[src/rtl/shift_pkg.sv]
// Shared types for the pipelined barrel shifter: operation modes, shift direction
// and the per-op control word carried down the pipeline alongside the data.
package shift_pkg;

  typedef enum logic [1:0] {
    SHM_SHL  = 2'd0,
    SHM_SHR  = 2'd1,
    SHM_SSHR = 2'd2,
    SHM_ROR  = 2'd3
  } shift_mode_e;

  typedef enum logic {
    DIR_L = 1'b0,
    DIR_R = 1'b1
  } shift_dir_e;

  typedef struct packed {
    shift_dir_e dir;
    logic       rot;
    logic       arith;
    logic       sign;
  } shift_ctrl_t;

endpackage

[src/rtl/shift_stage.sv]
// One registered pipeline stage: shifts/rotates by STEP when the matching bit of
// the decoded magnitude is set, and passes valid, control and amount along.
module shift_stage
  import shift_pkg::*;
#(
  parameter int WIDTH = 8,
  parameter int STEP  = 1,
  parameter int LG    = $clog2(WIDTH)
) (
  input  logic              clk,
  input  logic              rst,
  input  logic              en,
  input  logic              src_valid,
  input  logic [WIDTH-1:0]  src_data,
  input  shift_ctrl_t       src_ctrl,
  input  logic [LG-1:0]     src_amt,
  output logic              dst_valid,
  output logic [WIDTH-1:0]  dst_data,
  output shift_ctrl_t       dst_ctrl,
  output logic [LG-1:0]     dst_amt
);

  localparam int BIT = $clog2(STEP);

  logic [WIDTH-1:0] shifted;

  always_comb begin
    shifted = src_data;
    if (src_amt[BIT]) begin
      if (src_ctrl.dir == DIR_L) begin
        shifted = src_ctrl.rot ? {src_data[WIDTH-STEP-1:0], src_data[WIDTH-1:WIDTH-STEP]}
                               : {src_data[WIDTH-STEP-1:0], {STEP{1'b0}}};
      end else begin
        shifted = src_ctrl.rot ? {src_data[STEP-1:0], src_data[WIDTH-1:STEP]}
                               : {{STEP{src_ctrl.arith & src_ctrl.sign}}, src_data[WIDTH-1:STEP]};
      end
    end
  end

  always_ff @(posedge clk) begin
    if (rst) begin
      dst_valid <= 1'b0;
      dst_data  <= '0;
      dst_ctrl  <= '0;
      dst_amt   <= '0;
    end else if (en) begin
      dst_valid <= src_valid;
      dst_data  <= shifted;
      dst_ctrl  <= src_ctrl;
      dst_amt   <= src_amt;
    end
  end

endmodule

[src/rtl/shift_unit_pipe.sv]
// Pipelined barrel shifter with valid/ready handshake: a decode stage resolves
// direction, magnitude and out-of-range cases, then log2(WIDTH) shift stages follow.
module shift_unit_pipe
  import shift_pkg::*;
#(
  parameter int WIDTH      = 8,
  parameter int SHW        = 4,
  parameter bit AMT_SIGNED = 1'b0
) (
  input  logic              clk,
  input  logic              rst,
  input  logic              in_valid,
  output logic              in_ready,
  input  logic [WIDTH-1:0]  in_data,
  input  logic [SHW-1:0]    in_amt,
  input  logic [1:0]        in_mode,
  output logic              out_valid,
  input  logic              out_ready,
  output logic [WIDTH-1:0]  out_data
);

  localparam int            LG        = $clog2(WIDTH);
  localparam logic [SHW:0]  MAG_ONE   = (SHW+1)'(1);
  localparam logic [SHW:0]  MAG_WIDTH = (SHW+1)'(WIDTH);

  logic             advance;
  logic [SHW:0]     amt_ext;
  logic [SHW:0]     mag;
  logic             neg;
  logic             out_range;
  shift_ctrl_t      dec_ctrl;
  logic [WIDTH-1:0] dec_data;
  logic [LG-1:0]    dec_amt;

  logic             s0_valid_reg;
  logic [WIDTH-1:0] s0_data_reg;
  shift_ctrl_t      s0_ctrl_reg;
  logic [LG-1:0]    s0_amt_reg;

  logic             valid_s [0:LG];
  logic [WIDTH-1:0] data_s  [0:LG];
  shift_ctrl_t      ctrl_s  [0:LG];
  logic [LG-1:0]    amt_s   [0:LG];
  logic             unused_tail;

  assign advance  = !valid_s[LG] || out_ready;
  assign in_ready = advance;

  // Magnitude is formed one bit wider than in_amt so the most-negative amount negates cleanly.
  always_comb begin
    amt_ext = AMT_SIGNED ? {in_amt[SHW-1], in_amt} : {1'b0, in_amt};
    neg     = AMT_SIGNED && in_amt[SHW-1];
    mag     = neg ? (~amt_ext + MAG_ONE) : amt_ext;
    out_range = (mag >= MAG_WIDTH);

    dec_ctrl      = '0;
    dec_ctrl.sign = in_data[WIDTH-1];
    case (shift_mode_e'(in_mode))
      SHM_SHL:  dec_ctrl.dir = neg ? DIR_R : DIR_L;
      SHM_SHR:  dec_ctrl.dir = neg ? DIR_L : DIR_R;
      SHM_SSHR: begin
        dec_ctrl.dir   = neg ? DIR_L : DIR_R;
        dec_ctrl.arith = !neg;
      end
      default: begin
        dec_ctrl.dir = neg ? DIR_L : DIR_R;
        dec_ctrl.rot = 1'b1;
      end
    endcase

    dec_data = in_data;
    dec_amt  = mag[LG-1:0];
    if (out_range && !dec_ctrl.rot) begin
      dec_amt  = '0;
      dec_data = dec_ctrl.arith ? {WIDTH{in_data[WIDTH-1]}} : '0;
    end
  end

  always_ff @(posedge clk) begin
    if (rst) begin
      s0_valid_reg <= 1'b0;
      s0_data_reg  <= '0;
      s0_ctrl_reg  <= '0;
      s0_amt_reg   <= '0;
    end else if (advance) begin
      s0_valid_reg <= in_valid;
      s0_data_reg  <= dec_data;
      s0_ctrl_reg  <= dec_ctrl;
      s0_amt_reg   <= dec_amt;
    end
  end

  assign valid_s[0] = s0_valid_reg;
  assign data_s[0]  = s0_data_reg;
  assign ctrl_s[0]  = s0_ctrl_reg;
  assign amt_s[0]   = s0_amt_reg;

  for (genvar gi = 1; gi <= LG; gi++) begin : g_stage
    shift_stage #(
      .WIDTH (WIDTH),
      .STEP  (1 << (gi - 1)),
      .LG    (LG)
    ) u_stage (
      .clk       (clk),
      .rst       (rst),
      .en        (advance),
      .src_valid (valid_s[gi-1]),
      .src_data  (data_s[gi-1]),
      .src_ctrl  (ctrl_s[gi-1]),
      .src_amt   (amt_s[gi-1]),
      .dst_valid (valid_s[gi]),
      .dst_data  (data_s[gi]),
      .dst_ctrl  (ctrl_s[gi]),
      .dst_amt   (amt_s[gi])
    );
  end

  assign out_valid   = valid_s[LG];
  assign out_data    = data_s[LG];
  assign unused_tail = ^{ctrl_s[LG], amt_s[LG]};

endmodule

[config.mk]
export PLATFORM = sky130hd
export DESIGN_NAME = shift_unit_pipe
export DESIGN_NICKNAME = d
export VERILOG_FILES = /design/src/rtl/shift_pkg.sv /design/src/rtl/shift_stage.sv /design/src/rtl/shift_unit_pipe.sv
export SDC_FILE = /design/constraint.sdc
export NUM_CORES = 1
export LEC_CHECK = 0
export ABC_AREA = 1
export ABC_CLOCK_PERIOD_IN_PS = 1550
export BUFFER_PORTS_ARGS = -buffer_cell sky130_fd_sc_hd__buf_2
export CAP_MARGIN = 30
export CORE_MARGIN = 5
export CORE_UTILIZATION = 25
export CTS_BUF_LIST = sky130_fd_sc_hd__clkbuf_8
export DETAILED_ROUTE_END_ITERATION = 10
export PLACE_DENSITY = 0.38
export SLEW_MARGIN = 20
export SYNTH_ARGS = -nofsm -noshare
export SYNTH_HDL_FRONTEND = slang
export SYNTH_SLANG_ARGS = --single-unit
[constraint.sdc]
create_clock -name clk -period 1.55 [get_ports clk]
set_input_delay 0.0775 -clock clk [delete_from_list [all_inputs] [get_ports clk]]
set_output_delay 0.0775 -clock clk [all_outputs]
set_load 0.05 [all_outputs]
# After elaboration in Yosys (flattened, before gate mapping)
# Index checks and enable logic that the tools add are counted.
[classes]
magnitude_cmp = 1
n_eq_ne = 2
muxes = 18
bitwise = 3
reduce_logical = 5
[op_table]
columns = ["cell", "n"]
rows = [
  ["2-to-1 mux 8 bit", 11],
  [">= comparator 4 bit, second input constant", 1],
  ["2-to-1 mux 1 bit", 4],
  ["2-to-1 mux 4 bit", 1],
  ["AND 1 bit", 3],
  ["2-to-1 mux 3 bit", 1],
  ["OR reduction 3 bit", 1],
  ["equality test 2 x 1 -> 1 bit, second input constant", 1],
  ["equality test 2 bit, second input constant", 1],
  ["zero test 2 bit", 1],
  ["2-to-1 mux 2 bit", 1],
  ["logical AND 1 bit", 1],
  ["zero test 1 bit", 1],
  ["logical OR 1 bit", 1],
]
[totals]
register_bits = 57
input_bits = 18

# Depth between registers and ports, before layout
[logic_depth]
ltp_word = 4
mapped_depth = 6
mapped_depth_nobuf = 6

# Hierarchy
# Synthesis repeated with hierarchy kept, for this count alone.
[hier_totals]
cells_unflattened = 423
area_unflattened_um2 = 2974.1
[modules_own_cells]
columns = ["module", "instances", "cells_per_inst", "area_per_inst_um2"]
rows = [
  ["shift_stage (g_stage[2].u_stage)", 1, 115, 793.3],
  ["shift_stage (g_stage[3].u_stage)", 1, 104, 749.5],
  ["shift_stage (g_stage[1].u_stage)", 1, 105, 718.2],
  ["shift_unit_pipe", 1, 99, 713.2],
]

# Least setup slack after synthesis
# No wires, ideal clock.
[synth_path]
path_kind = "register -> register"
start = "register g_stage[3].u_stage.dst_valid"
end = "register s0_data_reg[0]"
setup_time_ns = 0.114
arrival_ns = 1.225
t_required_ns = 1.436
slack_ns = 0.212
stages_incl_launch_ff = 6
n_path_buf = 1
period_less_slack_ns = 1.338
path_cell_list = "dfxtp_1 -> nand2_4 -> buf_6 -> o21ai_0 -> o21bai_1 -> inv_1"
[synth_via]
elab_chain_len = 2
[synth_lines]
columns = ["element", "line_no", "source"]
rows = [
  ["start, declared", "shift_stage.sv:17", "output logic dst_valid,"],
  ["start signal, assigned", "shift_stage.sv:47", "dst_valid <= src_valid;"],
  ["zero test 1 bit", "shift_unit_pipe.sv:46", "assign advance = !valid_s[LG] || out_ready;"],
  ["logical OR 1 bit", "shift_unit_pipe.sv:46", ""],
  ["end signal, assigned", "shift_unit_pipe.sv:87", "s0_data_reg <= dec_data;"],
  ["end, declared", "shift_unit_pipe.sv:36", "logic [WIDTH-1:0] s0_data_reg;"],
]
# No other way between the ends.
# A chain may end at the register's enable or synchronous reset.

# Worst setup path in the final report
[layout_path]
start = "register g_stage[3].u_stage.dst_valid"
end = "output port in_ready"
[layout_via]
elab_chain_len = 2
[layout_lines]
columns = ["element", "line_no", "source"]
rows = [
  ["zero test 1 bit", "shift_unit_pipe.sv:46", ""],
  ["logical OR 1 bit", "shift_unit_pipe.sv:46", ""],
  ["end, declared", "shift_unit_pipe.sv:13", "output logic in_ready,"],
]
# No other way between the ends.

==> impl_metrics.tcl <==
set metrics [dict create \
    routedWlPerCell_um 12.0 \
    first_global_vias 2036 \
    syn-num-nets 364 \
    routabilityCongestion 0.728 \
    detail_route.iter0.violations 68 \
    timing.fmax_ghz 0.710 \
    post-route-min-period_ns 1.41 \
    post-synth-top-count-cell "sky130_fd_sc_hd__nand2_1" \
    syn_avg_cell_area_um2 7.33 \
    netlist_area_mm2 0.00253 \
    grt_setup_unrepaired "no" \
    top_level_ports 28 \
    count_of_vias_placed_by_the_detailed_router 2176 \
    max_transition_margin_pct 76.0 \
    synthTopCellsByArea "sky130_fd_sc_hd__dfxtp_1 43%, sky130_fd_sc_hd__o21ai_0 10%, sky130_fd_sc_hd__nand2_1 8.6%" \
    maxCapViolCount 0 \
    floorplan.initialDensity_pct 25.8 \
    yosysTopAreaCell "sky130_fd_sc_hd__dfxtp_1" \
    number_of_antenna_violations_at_the_first_check_in_global_routing 0 \
    cp_data_arrival_time_ns 1.33 \
    r2r_slack_ns 0.42 \
    tritoncts.num_buffers 5 \
    yosys.cell_types.count 24 \
    die_h_um 111 \
    drtAntennaViolNets 0 \
    timing.rr.start "g_stage[3].u_stage.dst_valid" \
    holdCritPathClass "in2reg" \
    antenna_cells 0 \
    ys.warnings.count 0 \
    core_box_area_mm2 0.00982 \
    max-vdd-ir-drop_uv 389 \
    hold_path.startpoint "in_amt[1]" \
    post-synth-top-area-fraction_pct 42.6 \
    die_w_um 111 \
    clock_sink_count 54 \
    final_layout_size_suffix_gt1_share_pct 14.6 \
    path_max_fanout 35 \
    synth.cells.most_frequent "58 x sky130_fd_sc_hd__nand2_1, 54 x sky130_fd_sc_hd__dfxtp_1, 52 x sky130_fd_sc_hd__o21ai_0" \
    synth-edff-count 0 \
    post_synthesis_cells 346 \
    synth_ff_type "sky130_fd_sc_hd__dfxtp_1" \
    row_cnt 36 \
    buffer_ports.inserted 27 \
    wirelength_um 5940 \
    max_slew_violation_count 0 \
    status "finished clean" \
    final.setup.tns_ns 0 \
    design.die.area_mm2 0.0123 \
    power_density_mw_per_mm2 986 \
    hold_violations 0 \
    setup.worst_path.start_class "register" \
    synthArstFlopShare_pct 0 \
    clk_transition_reported_paths_ns 0.09 \
    first_pass_grt_wire_length_um 10100 \
    cts_root_buf "sky130_fd_sc_hd__clkbuf_8" \
    route.detailed.drc 0 \
    syn_to_final_growth_pct 13.6 \
    track_usage_pct 9.80 \
    layout.nets 381 \
    largest_register_ffs 24 \
    fin_worst_skew_ns 0.0106 \
    worst_reg_to_reg_path_cell_count 4 \
    clockBufferDepth 2 \
    holdPathStages 3 \
    post-place-cells 485 \
    synth-seq-area-share_pct 42.6 \
    clock_tree.htree_level_count 2 \
    dp_hpwl_um 4200 \
    cp-end-kind "primary output" \
    setup.worst_path.start "g_stage[3].u_stage.dst_valid" \
    clock_insertion_delay_worst_skew_ns 0.31 \
    worst_slew_pin_slew_ns 0.360 \
    fin_crit_sh_pct 90.9 \
    setup_viol 0 \
    vias_per_cell 4.38 \
    dr.pass1.iters 4 \
    p_leak_nw 1.21 \
    cts_tree "done" \
    global_route.overflow_total 0 \
    layout.cells.non_filler 497 \
    req_time_crit_path_ns 1.47 \
    synth_seq_cells 54 \
    timing_worst_setup_path_type "reg2out" \
    dpl_cell_area_mm2 0.00272 \
    final_cell_area_mm2 0.00288 \
    pin_count_of_the_biggest_net_entering_global_routing 44 \
]
[logic make-up after synthesis]
kind of cell	count (synthesis)	share of synthesized area, %
flops	54	42.6
buf+inv	66	13.4
compound gates	119	26.8
simple gates	107	17.1
[area by class of cell]
class | count | area, µm²
fill | 1119 | 6940
multi-input combinational | 226 | 1120
sequential | 54 | 1080
timing repair buffer | 38 | 255
tap | 133 | 166
inverter | 38 | 143
clock buffer | 8 | 110
[report_power, final]
part	leakage, nW	internal (W)	switching (W)
Combinational	0.709	0.000146	0.000238
Clock	0.0575	0.000452	0.000464
Sequential	0.443	0.00147	0.0000664
[cells in the final DEF (no fill, tap or decap), types with 5 or more instances in the layout]
cell type / n
sky130_fd_sc_hd__buf_2: 26
sky130_fd_sc_hd__a31oi_1: 14
sky130_fd_sc_hd__a21oi_1: 30
sky130_fd_sc_hd__nand3_1: 9
sky130_fd_sc_hd__inv_1: 36
sky130_fd_sc_hd__buf_4: 5
sky130_fd_sc_hd__clkbuf_8: 8
sky130_fd_sc_hd__o21ai_0: 52
sky130_fd_sc_hd__o21bai_1: 7
sky130_fd_sc_hd__dfxtp_1: 53
sky130_fd_sc_hd__nand2_1: 58
sky130_fd_sc_hd__nor2_1: 33
sky130_fd_sc_hd__o211ai_1: 11
[stage by stage]
stage	power, W	hold slack (ns)	worst slack [ns]	util, %
2_1_floorplan	0.00186	0.147	0.212	-
3_3_place_gp	0.00195	0.306	0.349	27.7
3_5_place_dp	0.00195	0.325	0.332	27.7
4_1_cts	0.00289	0.00965	0.0548	29.3
5_1_grt	0.00300	0.0103	0.0574	29.3
6_report	0.00284	0.00831	0.141	29.3
[worst paths after layout]
kind | endpoint
worst max-delay path | in_ready
worst min-delay path | s0_amt_reg[1]
worst max register to register | g_stage[1].u_stage.dst_data[5]
worst min register to register | g_stage[3].u_stage.dst_valid
[per-layer routing]
layer  GRT usage (%)  routed length, µm  up-vias
met3            2.02                163        7
met4            3.20                 75        0
li1                -                  -     1172
met1            13.0               3000      968
met5               0                  0        -
met2            15.9               2700       29
[critical path: stages (launching register included)]
cell,delay [ns]
sky130_fd_sc_hd__dfxtp_2,0.37
sky130_fd_sc_hd__nand2_8,0.19
sky130_fd_sc_hd__buf_12,0.21
sky130_fd_sc_hd__clkbuf_4,0.25
[timing repair]
| item | 4_1_cts | 5_1_grt |
|---|---|---|
| hold buffers | 4 | 0 |
| gates resized for setup | 1 | 2 |
| setup buffers | 0 | 0 |
| hold endpoints to repair | 6 | 0 |
| endpoints found under the setup margin | 1 | 1 |
Note: power is estimated with default switching activity, not from simulation.
